$ cat src/rtl/alu_sys_ctrl_pkg.sv
// alu_sys_ctrl_pkg: shared types and constants for the ALU command controller.
//  - DATA_WIDTH / RES_WIDTH : byte and ALU result widths
//  - CMD_OP_AB_DFLT / CMD_OP_FUN_DFLT : default frame header bytes
//  - ALU_FUN_* : ALU function code values
//  - state_e : controller FSM state encoding
//  - res_byte() : selects the low or high byte of a result word
package alu_sys_ctrl_pkg;

   localparam int DATA_WIDTH = 8;
   localparam int RES_WIDTH  = 2 * DATA_WIDTH;

   localparam logic [DATA_WIDTH-1:0] CMD_OP_AB_DFLT  = 8'hCC;
   localparam logic [DATA_WIDTH-1:0] CMD_OP_FUN_DFLT = 8'hDD;

   localparam logic [3:0] ALU_FUN_ADD  = 4'h0;
   localparam logic [3:0] ALU_FUN_SUB  = 4'h1;
   localparam logic [3:0] ALU_FUN_MUL  = 4'h2;
   localparam logic [3:0] ALU_FUN_DIV  = 4'h3;
   localparam logic [3:0] ALU_FUN_AND  = 4'h4;
   localparam logic [3:0] ALU_FUN_OR   = 4'h5;
   localparam logic [3:0] ALU_FUN_NAND = 4'h6;
   localparam logic [3:0] ALU_FUN_NOR  = 4'h7;
   localparam logic [3:0] ALU_FUN_XOR  = 4'h8;
   localparam logic [3:0] ALU_FUN_XNOR = 4'h9;
   localparam logic [3:0] ALU_FUN_CMPEQ = 4'hA;
   localparam logic [3:0] ALU_FUN_CMPGT = 4'hB;
   localparam logic [3:0] ALU_FUN_CMPLT = 4'hC;
   localparam logic [3:0] ALU_FUN_SHR  = 4'hD;
   localparam logic [3:0] ALU_FUN_SHL  = 4'hE;
   localparam logic [3:0] ALU_FUN_NOP  = 4'hF;

   typedef enum logic [2:0] {
      IDLE     = 3'd0,
      GET_A    = 3'd1,
      GET_B    = 3'd2,
      GET_FUN  = 3'd3,
      EXEC     = 3'd4,
      WAIT_RES = 3'd5,
      SEND_LSB = 3'd6,
      SEND_MSB = 3'd7
   } state_e;

   function automatic logic [DATA_WIDTH-1:0] res_byte(input logic [RES_WIDTH-1:0] res,
                                                      input logic             hi);
      logic [DATA_WIDTH-1:0] b;
      if (hi) begin
         b = res[RES_WIDTH-1:DATA_WIDTH];
      end else begin
         b = res[DATA_WIDTH-1:0];
      end
      return b;
   endfunction

endpackage

$ cat src/rtl/alu_sys_ctrl_if.sv
// alu_sys_ctrl_if: bundle of the controller's RX, ALU and TX FIFO signals.
//  master : controller side (drives ALU operands/enable and TX FIFO writes)
//  slave  : environment side (RX path, ALU, TX FIFO)
//  ALU_CLK_EN exists only when ALU_CLK_GATE_EN is defined.
interface alu_sys_ctrl_if;
   import alu_sys_ctrl_pkg::*;

   logic [DATA_WIDTH-1:0] RX_P_DATA;
   logic                  RX_D_VLD;
   logic [RES_WIDTH-1:0]  ALU_OUT;
   logic                  OUT_Valid;
   logic                  FIFO_FULL;
   logic [DATA_WIDTH-1:0] ALU_A;
   logic [DATA_WIDTH-1:0] ALU_B;
   logic [3:0]            ALU_FUN;
   logic                  ALU_EN;
   logic [DATA_WIDTH-1:0] TX_P_DATA;
   logic                  TX_D_VLD;
   logic                  FRAME_ERR;
`ifdef ALU_CLK_GATE_EN
   logic                  ALU_CLK_EN;
`endif

   modport master (
      input  RX_P_DATA, RX_D_VLD, ALU_OUT, OUT_Valid, FIFO_FULL,
      output ALU_A, ALU_B, ALU_FUN, ALU_EN, TX_P_DATA, TX_D_VLD, FRAME_ERR
`ifdef ALU_CLK_GATE_EN
      , output ALU_CLK_EN
`endif
   );

   modport slave (
      output RX_P_DATA, RX_D_VLD, ALU_OUT, OUT_Valid, FIFO_FULL,
      input  ALU_A, ALU_B, ALU_FUN, ALU_EN, TX_P_DATA, TX_D_VLD, FRAME_ERR
`ifdef ALU_CLK_GATE_EN
      , input ALU_CLK_EN
`endif
   );

endinterface

$ cat src/rtl/alu_sys_ctrl_res_tx_ser.sv
// res_tx_ser: holds the captured ALU result and presents one byte of it to
// the TX FIFO. The write strobe is combinational on fifo_full_i so a write is
// never issued while the FIFO is full; the byte stays stable while stalled.
//  clk, rst_n   : clock, async active-low reset
//  cap_i        : load res_i into the result register
//  res_i        : ALU result word
//  send_i       : a byte is pending; msb_i selects the high byte
//  fifo_full_i  : FIFO back-pressure
//  tx_data_o    : byte to FIFO (0 when nothing is pending)
//  tx_vld_o     : FIFO write strobe
module res_tx_ser
   import alu_sys_ctrl_pkg::*;
(
   input  logic                  clk,
   input  logic                  rst_n,
   input  logic                  cap_i,
   input  logic [RES_WIDTH-1:0]  res_i,
   input  logic                  send_i,
   input  logic                  msb_i,
   input  logic                  fifo_full_i,
   output logic [DATA_WIDTH-1:0] tx_data_o,
   output logic                  tx_vld_o
);

   logic [RES_WIDTH-1:0] res_q;

   // Result register, loaded only on the capture strobe.
   always_ff @(posedge clk or negedge rst_n) begin
      if (!rst_n) begin
         res_q <= {RES_WIDTH{1'b0}};
      end else if (cap_i) begin
         res_q <= res_i;
      end else begin
         res_q <= res_q;
      end
   end

   // Byte select and back-pressured write strobe.
   always_comb begin
      tx_data_o = {DATA_WIDTH{1'b0}};
      tx_vld_o  = 1'b0;
      if (send_i) begin
         tx_data_o = res_byte(res_q, msb_i);
         tx_vld_o  = !fifo_full_i;
      end else begin
         tx_vld_o  = 1'b0;
      end
   end

endmodule

$ cat src/rtl/alu_sys_ctrl.sv
// alu_sys_ctrl: command controller in front of the ALU. Parses RX byte frames
// (CC,A,B,FUN or DD,FUN), drives ALU operands/function and a one-cycle enable,
// captures the ALU result on OUT_Valid and writes it LSB-first to the TX FIFO.
//  CLK  : block clock
//  RST  : asynchronous active-low reset
//  bus  : alu_sys_ctrl_if.master (RX byte/strobe, ALU operands/result,
//         TX FIFO byte/strobe/full, FRAME_ERR pulse)
// Build option: define ALU_CLK_GATE_EN to add bus.ALU_CLK_EN, a registered
// ALU clock-gate enable held from EXEC through the result capture cycle.
module alu_sys_ctrl
   import alu_sys_ctrl_pkg::*;
#(
   parameter logic [DATA_WIDTH-1:0] CMD_OP_AB  = CMD_OP_AB_DFLT,
   parameter logic [DATA_WIDTH-1:0] CMD_OP_FUN = CMD_OP_FUN_DFLT
) (
   input  logic           CLK,
   input  logic           RST,
   alu_sys_ctrl_if.master bus
);

   state_e                state_q, state_d;
   logic [DATA_WIDTH-1:0] a_q, a_d;
   logic [DATA_WIDTH-1:0] b_q, b_d;
   logic [3:0]            fun_q, fun_d;
   logic                  en_q, en_d;
   logic                  err_q, err_d;
   logic                  cap_s;
   logic                  send_s;
   logic                  msb_s;
   logic                  tx_vld_s;
   logic [DATA_WIDTH-1:0] tx_data_s;

   assign send_s = (state_q == SEND_LSB) || (state_q == SEND_MSB);
   assign msb_s  = (state_q == SEND_MSB);

   // Next-state, operand latching and frame-error detection.
   always_comb begin
      state_d = state_q;
      a_d     = a_q;
      b_d     = b_q;
      fun_d   = fun_q;
      err_d   = 1'b0;
      cap_s   = 1'b0;
      case (state_q)
         IDLE: begin
            if (bus.RX_D_VLD) begin
               if (bus.RX_P_DATA == CMD_OP_AB) begin
                  state_d = GET_A;
               end else if (bus.RX_P_DATA == CMD_OP_FUN) begin
                  state_d = GET_FUN;
               end else begin
                  err_d = 1'b1;
               end
            end else begin
               state_d = IDLE;
            end
         end
         GET_A: begin
            if (bus.RX_D_VLD) begin
               a_d     = bus.RX_P_DATA;
               state_d = GET_B;
            end else begin
               state_d = GET_A;
            end
         end
         GET_B: begin
            if (bus.RX_D_VLD) begin
               b_d     = bus.RX_P_DATA;
               state_d = GET_FUN;
            end else begin
               state_d = GET_B;
            end
         end
         GET_FUN: begin
            if (bus.RX_D_VLD) begin
               fun_d   = bus.RX_P_DATA[3:0];
               state_d = EXEC;
            end else begin
               state_d = GET_FUN;
            end
         end
         EXEC: begin
            err_d   = bus.RX_D_VLD;
            state_d = WAIT_RES;
         end
         WAIT_RES: begin
            err_d = bus.RX_D_VLD;
            // ALU_OUT falls back to 0 after the enable, so only OUT_Valid marks the result.
            if (bus.OUT_Valid) begin
               cap_s   = 1'b1;
               state_d = SEND_LSB;
            end else begin
               state_d = WAIT_RES;
            end
         end
         SEND_LSB: begin
            err_d = bus.RX_D_VLD;
            if (tx_vld_s) begin
               state_d = SEND_MSB;
            end else begin
               state_d = SEND_LSB;
            end
         end
         SEND_MSB: begin
            err_d = bus.RX_D_VLD;
            if (tx_vld_s) begin
               state_d = IDLE;
            end else begin
               state_d = SEND_MSB;
            end
         end
         default: begin
            state_d = IDLE;
         end
      endcase
      en_d = (state_d == EXEC);
   end

   // FSM, operand and pulse registers.
   always_ff @(posedge CLK or negedge RST) begin
      if (!RST) begin
         state_q <= IDLE;
         a_q     <= {DATA_WIDTH{1'b0}};
         b_q     <= {DATA_WIDTH{1'b0}};
         fun_q   <= 4'h0;
         en_q    <= 1'b0;
         err_q   <= 1'b0;
      end else begin
         state_q <= state_d;
         a_q     <= a_d;
         b_q     <= b_d;
         fun_q   <= fun_d;
         en_q    <= en_d;
         err_q   <= err_d;
      end
   end

`ifdef ALU_CLK_GATE_EN
   logic clk_en_q;

   // Clock-gate enable: high in EXEC and WAIT_RES, so it already covers the ALU_EN cycle.
   always_ff @(posedge CLK or negedge RST) begin
      if (!RST) begin
         clk_en_q <= 1'b0;
      end else begin
         clk_en_q <= (state_d == EXEC) || (state_d == WAIT_RES);
      end
   end

   assign bus.ALU_CLK_EN = clk_en_q;
`endif

   res_tx_ser u_res_tx_ser (
      .clk         (CLK),
      .rst_n       (RST),
      .cap_i       (cap_s),
      .res_i       (bus.ALU_OUT),
      .send_i      (send_s),
      .msb_i       (msb_s),
      .fifo_full_i (bus.FIFO_FULL),
      .tx_data_o   (tx_data_s),
      .tx_vld_o    (tx_vld_s)
   );

   assign bus.ALU_A     = a_q;
   assign bus.ALU_B     = b_q;
   assign bus.ALU_FUN   = fun_q;
   assign bus.ALU_EN    = en_q;
   assign bus.FRAME_ERR = err_q;
   assign bus.TX_P_DATA = tx_data_s;
   assign bus.TX_D_VLD  = tx_vld_s;

endmodule

$ cat src/flat_wrapper.sv
// flat-port wrapper written by rule: the top's interface ports become plain ports
module alu_sys_ctrl_flat import alu_sys_ctrl_pkg::*;
#(
   parameter logic [DATA_WIDTH-1:0] CMD_OP_AB  = CMD_OP_AB_DFLT,
   parameter logic [DATA_WIDTH-1:0] CMD_OP_FUN = CMD_OP_FUN_DFLT
)
  (CLK, RST, bus_RX_P_DATA, bus_RX_D_VLD, bus_ALU_OUT, bus_OUT_Valid, bus_FIFO_FULL, bus_ALU_A, bus_ALU_B, bus_ALU_FUN, bus_ALU_EN, bus_TX_P_DATA, bus_TX_D_VLD, bus_FRAME_ERR);
  alu_sys_ctrl_if bus_i ();
  input  logic CLK;
  input  logic RST;
  input wire logic [$bits(bus_i.RX_P_DATA)-1:0] bus_RX_P_DATA;
  input wire logic [$bits(bus_i.RX_D_VLD)-1:0] bus_RX_D_VLD;
  input wire logic [$bits(bus_i.ALU_OUT)-1:0] bus_ALU_OUT;
  input wire logic [$bits(bus_i.OUT_Valid)-1:0] bus_OUT_Valid;
  input wire logic [$bits(bus_i.FIFO_FULL)-1:0] bus_FIFO_FULL;
  output wire logic [$bits(bus_i.ALU_A)-1:0] bus_ALU_A;
  output wire logic [$bits(bus_i.ALU_B)-1:0] bus_ALU_B;
  output wire logic [$bits(bus_i.ALU_FUN)-1:0] bus_ALU_FUN;
  output wire logic [$bits(bus_i.ALU_EN)-1:0] bus_ALU_EN;
  output wire logic [$bits(bus_i.TX_P_DATA)-1:0] bus_TX_P_DATA;
  output wire logic [$bits(bus_i.TX_D_VLD)-1:0] bus_TX_D_VLD;
  output wire logic [$bits(bus_i.FRAME_ERR)-1:0] bus_FRAME_ERR;
  assign bus_i.RX_P_DATA = bus_RX_P_DATA;
  assign bus_i.RX_D_VLD = bus_RX_D_VLD;
  assign bus_i.ALU_OUT = bus_ALU_OUT;
  assign bus_i.OUT_Valid = bus_OUT_Valid;
  assign bus_i.FIFO_FULL = bus_FIFO_FULL;
  assign bus_ALU_A = bus_i.ALU_A;
  assign bus_ALU_B = bus_i.ALU_B;
  assign bus_ALU_FUN = bus_i.ALU_FUN;
  assign bus_ALU_EN = bus_i.ALU_EN;
  assign bus_TX_P_DATA = bus_i.TX_P_DATA;
  assign bus_TX_D_VLD = bus_i.TX_D_VLD;
  assign bus_FRAME_ERR = bus_i.FRAME_ERR;
  alu_sys_ctrl #(.CMD_OP_AB(CMD_OP_AB), .CMD_OP_FUN(CMD_OP_FUN)) u_core (.CLK(CLK), .RST(RST), .bus(bus_i));
endmodule
$ cat config.mk
export PLATFORM = sky130hd
export DESIGN_NAME = alu_sys_ctrl_flat
export DESIGN_NICKNAME = d
export VERILOG_FILES = /design/src/rtl/alu_sys_ctrl_pkg.sv /design/src/rtl/alu_sys_ctrl_if.sv /design/src/rtl/alu_sys_ctrl_res_tx_ser.sv /design/src/rtl/alu_sys_ctrl.sv /design/src/flat_wrapper.sv
export SDC_FILE = /design/constraint.sdc
export NUM_CORES = 1
export LEC_CHECK = 0
export CAP_MARGIN = 10
export CORE_ASPECT_RATIO = 1.1
export CORE_MARGIN = 2
export CORE_UTILIZATION = 25
export CTS_CLUSTER_SIZE = 28
export DETAILED_ROUTE_END_ITERATION = 8
export SKIP_LAST_GASP = 1
export SYNTH_ARGS = -nofsm -noshare
export SYNTH_HDL_FRONTEND = slang
export SYNTH_HIERARCHICAL = 1
export SYNTH_SLANG_ARGS = --single-unit
$ cat constraint.sdc
create_clock -name CLK -period 3.9 [get_ports CLK]
set_input_delay 0.39 -clock CLK [delete_from_list [all_inputs] [get_ports CLK]]
set_output_delay 0.39 -clock CLK [all_outputs]
set_load 0.1 [all_outputs]
==> results.md, run 1 <==
- Run status: completed
- Hold Vio Cnt, Final: 0
- GRT Total Usage: 10.5%
- CP bufs+invs: 1
- Io pins: 60
- Synth cell types: 30
- Crit path max-delay family: simple AND/OR/NAND/NOR gates
- Cell taking the most area after synthesis: dfrtp_1
- Final #Nets: 221
- Post-synth design cell area: 0.00188 mm2
- Wire per inst: 14.8 um
- Inserted Clock Buffers: 5
- Initial core utilization: 25.5%
- Post-route DRC violation count: 0
- Layout cells sized above 1: 29.5%
- Initial antenna violation count: 0
- Max Cap Viol: 0
- Post-synth top cells: 41 x dfrtp_1, 27 x mux2_2, 11 x nor2b_1, 10 x mux2_4, 8 x mux2i_1
- RSZ-0062 raised after global routing: no
- Ys flop type: dfrtp_1
- Clock insertion delay at the later pin of the skew report: 0.29 ns
- Via density: 4.48
- Fmax: 394 MHz
- Syn Nets: 163
- Fill cells: 745
- Die width: 86.7 um
- Synth top area cells: dfrtp_1 55%, mux2_2 16%, mux2_4 8.0%
- # setup viols final: 0
- WS Path Type: reg2out
- Post-synthesis sequential area ratio: 54.5%
- Cell Rows: 33
- Worst setup EP type: output port
- Antenna diode instance count: 0
- Grt ovf: 0
- CTS Sinks: 41
- First-pass GRT wire length: 6600 um
- HP Class: in2async
- Die ar.: 0.00824 mm2
- Detail Placement HPWL: 2920 um
- Final Max Tran Viols: 0
- Setup tns final: 0 ns
- Hold_buf cts: 0
- DRT antenna net count: 0
- CP max FO: 16
- Crit path cell chain: and3_1 -> mux2i_1 -> nor2b_1 -> buf_4
- RePlAce Congestion: 0.748
- Clock-pin slew on the worst setup and hold paths: 0.08 ns
- Multi-input logic area: 805 um2
- Crit path launch: u_core/state_q[2]
- Post-synth EDFFs: 0
- Count leader, synth: dfrtp_1
- Min Tclk post-route: 2.54 ns
- Seq cells post-synth: 41
- Number of global-route vias before repair: 1,293
- Drt total wl: 4150 um
- Worst slew margin: 31.9%
- IO buf count: 59
- Final Skew: 0.00726 ns
- Critical Path Start Type: register
- Root Driver: clkbuf_8
- Worst path arrival time: 2.15 ns
- Drt pass-1 iters: 4
- Post-Syn Instances: 134
- Worst Tran Pin Value: 1.01 ns
- Final worst path period share: 65.0%
- CTS Buffer Depth: 2
- FFs w/ async S/R, synth: 100%
- Yosys warnings: 6
- Crit-path max cell delay: 0.64 ns
- Largest net degree at the start of global routing: 42
- Yosys top cell area share: 54.5%
- Die height: 95.0 um
- Vias: 1,254
- Synthesis-to-layout area growth: 37.8%
- Post-CTS sizing: 0
- R2R Path Start: u_core/state_q[2]
- Req. time, crit path: 3.51 ns
- Setup Fix Bufs, Post-CTS: 0
- Avg Cell Area, Syn: 14.0 um2
- Register area: 0.00103 mm2
- CTS tree: built
- Slowest-stage cell, CP: dfrtp_1
- First DRT Iteration DRCs: 12
- Core Region: 0.00739 mm2
- H-tree depth: 2
## flip-flops by register name, summed over array words and instances (netlist names)
name	flops
u_core/bus.ALU_B	8
u_core/state_q	3
u_core/u_res_tx_ser/res_q	16
u_core/bus.FRAME_ERR	1
u_core/bus.ALU_FUN	4
u_core/bus.ALU_EN	1
u_core/bus.ALU_A	8
## path summary, 6_finish.rpt
| kind | slack [ns] | endpoint | cells past startpoint |
|---|---|---|---|
| max | 1.36 | bus_TX_P_DATA[4] | 4 |
| min | 0.24 | u_core/bus.ALU_A[2] | 1 |
| max reg2reg | 1.80 | u_core/u_res_tx_ser/res_q[15] | 2 |
| min reg2reg | 0.51 | u_core/u_res_tx_ser/res_q[14] | 1 |
| max in group asynchronous | 3.09 | u_core/u_res_tx_ser/res_q[15] | 1 |
| min in group CLK | 0.51 | u_core/u_res_tx_ser/res_q[14] | 1 |
## layer usage
layer / wire (um) / up-vias / track usage (%)
li1: - / 595 / -
met1: 1910 / 605 / 13.9
met2: 1900 / 46 / 15.6
met3: 264 / 8 / 3.93
met4: 75 / 0 / 4.17
met5: 0 / - / 0
## cells in the final DEF (no fill, tap or decap)
master           netlist  layout
and4b_1                1       1
clkdlybuf4s50_1        0      49
buf_4                  1       9
o21ai_0                4       4
and2_1                 1       1
clkinvlp_4             0       1
and3_1                 1       1
a31oi_1                1       1
o2111ai_1              1       1
mux2_4                10      10
nor4_1                 1       1
nand3b_1               1       1
dfrtp_1               41      41
inv_1                  1       1
nor3b_1                1       1
nand4b_1               2       2
nor2b_1               11      11
or4bb_1                1       1
xor2_1                 1       1
or3_1                  1       1
buf_2                  2       1
mux2i_1                8       8
or4b_1                 1       1
mux2_2                27      27
clkinv_2               0       2
nor2_1                 3       3
clkbuf_8               0       5
o211ai_1               1       1
a21oi_1                2       2
nor4bb_2               0       2
nand2_1                2       2
## final cells by class
class	count	share of cell area, %
sequential	41	39.6
multi-input combinational	84	31.0
timing repair buffer	59	21.7
tap	87	4.20
clock buffer	5	2.65
clock inverter	3	0.676
inverter	1	0.145
## cells by family (layout without fill, tap and decap cells)
group	after synthesis	in the layout	synth area share [%]
xor gates and xnor gates	1	1	0.466
buffers and inverters	9	68	3.39
DFF	41	41	54.5
muxes	45	45	28.4
AOI/OAI and AO/OA	9	9	2.79
and+or+nand+nor	29	29	10.4
## per-stage QoR
stage / worst slack [ns] / utilization [%] / instance area [um2] / hold WS [ns] / std cells
after floorplan: 1.06 / - / 1880 / 0.0944 / 134
after global placement: 1.45 / 33.9 / 2510 / 0.493 / 272
after detailed placement: 1.37 / 33.9 / 2510 / 0.493 / 272
after CTS: 1.35 / 35.1 / 2590 / 0.266 / 280
after global routing: 1.24 / 35.1 / 2590 / 0.306 / 280
final: 1.36 / 35.1 / 2590 / 0.239 / 280
Power of run 1 is not shown: default switching activity piles up to over one toggle a cycle in this logic, so the estimate is an artifact.
==> run 2, diff against run 1 <==
==> constraint.sdc (replaced) <==
create_clock -name CLK -period 2.35 [get_ports CLK]
set_input_delay 0.235 -clock CLK [delete_from_list [all_inputs] [get_ports CLK]]
set_output_delay 0.235 -clock CLK [all_outputs]
set_load 0.1 [all_outputs]
==> run 2 against run 1 <==
Compared with the run above: via count grew 1.2%; utilization grew 1.7 points; register-to-register slack lost 1.3 ns; count of clock-buffer cells in the layout grew 2.
==> results.md, run 2 (synthesized netlist as in run 1, its figures left out) <==
- Req. time, crit path: 2.12 ns (was 3.51 ns)
- Via density: 4.45 (was 4.48)
- Hold WS: 0.0802 ns (was 0.239 ns)
- First DRT Iteration DRCs: 19 (was 12)
- CP bufs+invs: 1 (unchanged)
- Die width: 86.7 um (unchanged)
- Pre-CTS setup slack: 0.390 ns (was 1.37 ns)
- Clock insertion delay at the later pin of the skew report: 0.29 ns (about the same)
- Worst slew margin: 38.3% (was 31.9%)
- Io pins: 60 (unchanged)
- Vias: 1,269 (was 1,254)
- Max Cap Viol: 0 (unchanged)
- Commonest non-fill, non-tap cell in the layout: dfrtp_1 (was clkdlybuf4s50_1)
- Number of global-route vias before repair: 1,329 (was 1,293)
- WS Path Type: reg2out (unchanged)
- Crit path cell chain: and2_1 -> nor2b_2 -> buf_12 (was and3_1 -> mux2i_1 -> nor2b_1 -> buf_4)
- H-tree depth: 2 (unchanged)
- Antenna diode instance count: 0 (unchanged)
- Setup tns final: 0 ns (unchanged)
- Core Region: 0.00739 mm2 (unchanged)
- Commonest cells after routing, fill and taps aside: 41 x dfrtp_1, 28 x buf_4, 27 x clkdlybuf4s50_1, 27 x mux2_2, 10 x mux2_4 (was 49 x clkdlybuf4s50_1, 41 x dfrtp_1, 27 x mux2_2)
- Initial core utilization: 25.5% (unchanged)
- Inserted Clock Buffers: 5 (unchanged)
- CTS Buffer Depth: 2 (unchanged)
- Initial antenna violation count: 0 (unchanged)
- Drt pass-1 iters: 2 (was 4)
- Setup Fix Bufs, Post-CTS: 0 (unchanged)
- Final worst path period share: 89.0%
- Met2 wire len: 1940 um (was 1900 um)
- Inst Count DP: 278 (was 272)
- IO buf count: 59 (unchanged)
- Final Max Tran Viols: 0 (unchanged)
- Die height: 95.0 um (unchanged)
- Slowest-stage cell, CP: dfrtp_1 (unchanged)
- Routed wl met3: 274 um (was 264 um)
- M1 wire length: 1880 um (was 1910 um)
- Clock-pin slew on the worst setup and hold paths: 0.08 ns (about the same)
- Final WS setup: 0.259 ns (was 1.36 ns)
- Crit-path max cell delay: 0.56 ns (was 0.64 ns)
- Fmax: 478 MHz
- Grt ovf: 0 (unchanged)
- CP max FO: 13 (was 16)
- Largest net degree at the start of global routing: 42 (unchanged)
- Wire per inst: 14.5 um (was 14.8 um)
- Hold Vio Cnt, Final: 0 (unchanged)
- Die ar.: 0.00824 mm2 (unchanged)
- First-pass GRT wire length: 6610 um (was 6600 um)
- GRT Total Usage: 10.6% (was 10.5%)
- CTS tree: built (unchanged)
- Post-route DRC violation count: 0 (unchanged)
- Root Driver: clkbuf_8 (unchanged)
- Critical Path Start Type: register (unchanged)
- Crit path max-delay family: simple AND/OR/NAND/NOR gates (unchanged)
- Layout cells sized above 1: 46.5% (was 29.5%)
- HP Class: in2async (unchanged)
- Max reg flops: 16 (unchanged)
- RSZ-0062 raised after global routing: no (unchanged)
- R2R Path Start: u_core/state_q[1] (was u_core/state_q[2])
- RePlAce Congestion: 0.765 (was 0.748)
- Cell Rows: 33 (unchanged)
- Worst reg2reg path endpoint: u_core/state_q[0] (was u_core/u_res_tx_ser/res_q[15])
- Worst Reg-to-Reg Cells: 5 (was 2)
- Reg2reg setup slack: 0.53 ns (was 1.80 ns)
- Synthesis-to-layout area growth: 44.4% (was 37.8%)
- Top Layer Used: met4 (unchanged)
- Post-CTS sizing: 0 (unchanged)
- Detail Placement HPWL: 2870 um (was 2920 um)
- Worst path arrival time: 1.86 ns (was 2.15 ns)
- Run status: completed (unchanged)
- Largest register by flop count: u_core/u_res_tx_ser/res_q (unchanged)
- Final Skew: 0.00466 ns (was 0.00726 ns)
- Drt total wl: 4140 um (was 4150 um)
- CTS Sinks: 41 (unchanged)
- Hold_buf cts: 0 (unchanged)
- Min Tclk post-route: 2.09 ns
- Worst Tran Pin Value: 0.925 ns (was 1.01 ns)
- DRT antenna net count: 0 (unchanged)
- Final #Nets: 227 (was 221)
- Fin cells: 285 (was 280)
- Worst setup EP type: output port (unchanged)
- # setup viols final: 0 (unchanged)
==> run 2: metal layers <==
| layer | GRT usage, % | up-vias |
|---|---|---|
| met4 | 3.91 | 0 |
| met5 | 0 | - |
| li1 | - | 609 |
| met2 | 16.6 | 44 |
| met3 | 4.37 | 5 |
| met1 | 13.2 | 611 |
==> run 2: per-stage QoR <==
| step | utilization, % | cell area, um2 |
|---|---|---|
| final | 36.8 | 2720 |
| after global routing | 36.8 | 2720 |
| after CTS | 36.8 | 2720 |
| after detailed placement | 35.6 | 2630 |
| after global placement | 35.6 | 2630 |
| after floorplan | - | 1900 |
==> run 2: worst max path at each step <==
stage                                 start           endpoint  slack [ns]  cells after the start
after floorplan           u_core/state_q[2]  u_core/state_q[1]        0.09                      6
after CTS                 u_core/state_q[1]       bus_TX_D_VLD        0.21                      3
final                     u_core/state_q[1]       bus_TX_D_VLD        0.26                      3
after global placement     bus_RX_P_DATA[3]  u_core/state_q[0]        0.40                      4
after global routing      u_core/state_q[1]       bus_TX_D_VLD        0.12                      3
after detailed placement   bus_RX_P_DATA[3]  u_core/state_q[0]        0.39                      4
==> run 2: layout make-up <==
class	instances	area, um2
fill	723	4670
sequential	41	1030
multi-input combinational	84	827
timing repair buffer	65	666
tap	87	109
clock buffer	7	86.3
inverter	1	3.75
==> run 2: worst register-to-register path, stage by stage, from the launching register on <==
cell       delay (ns)
dfrtp_1          0.56
and2_1           0.40
nor2b_2          0.39
nor2b_1          0.16
o21ai_0          0.11
o2111ai_1        0.11
Power of run 2 is left out for the same reason.
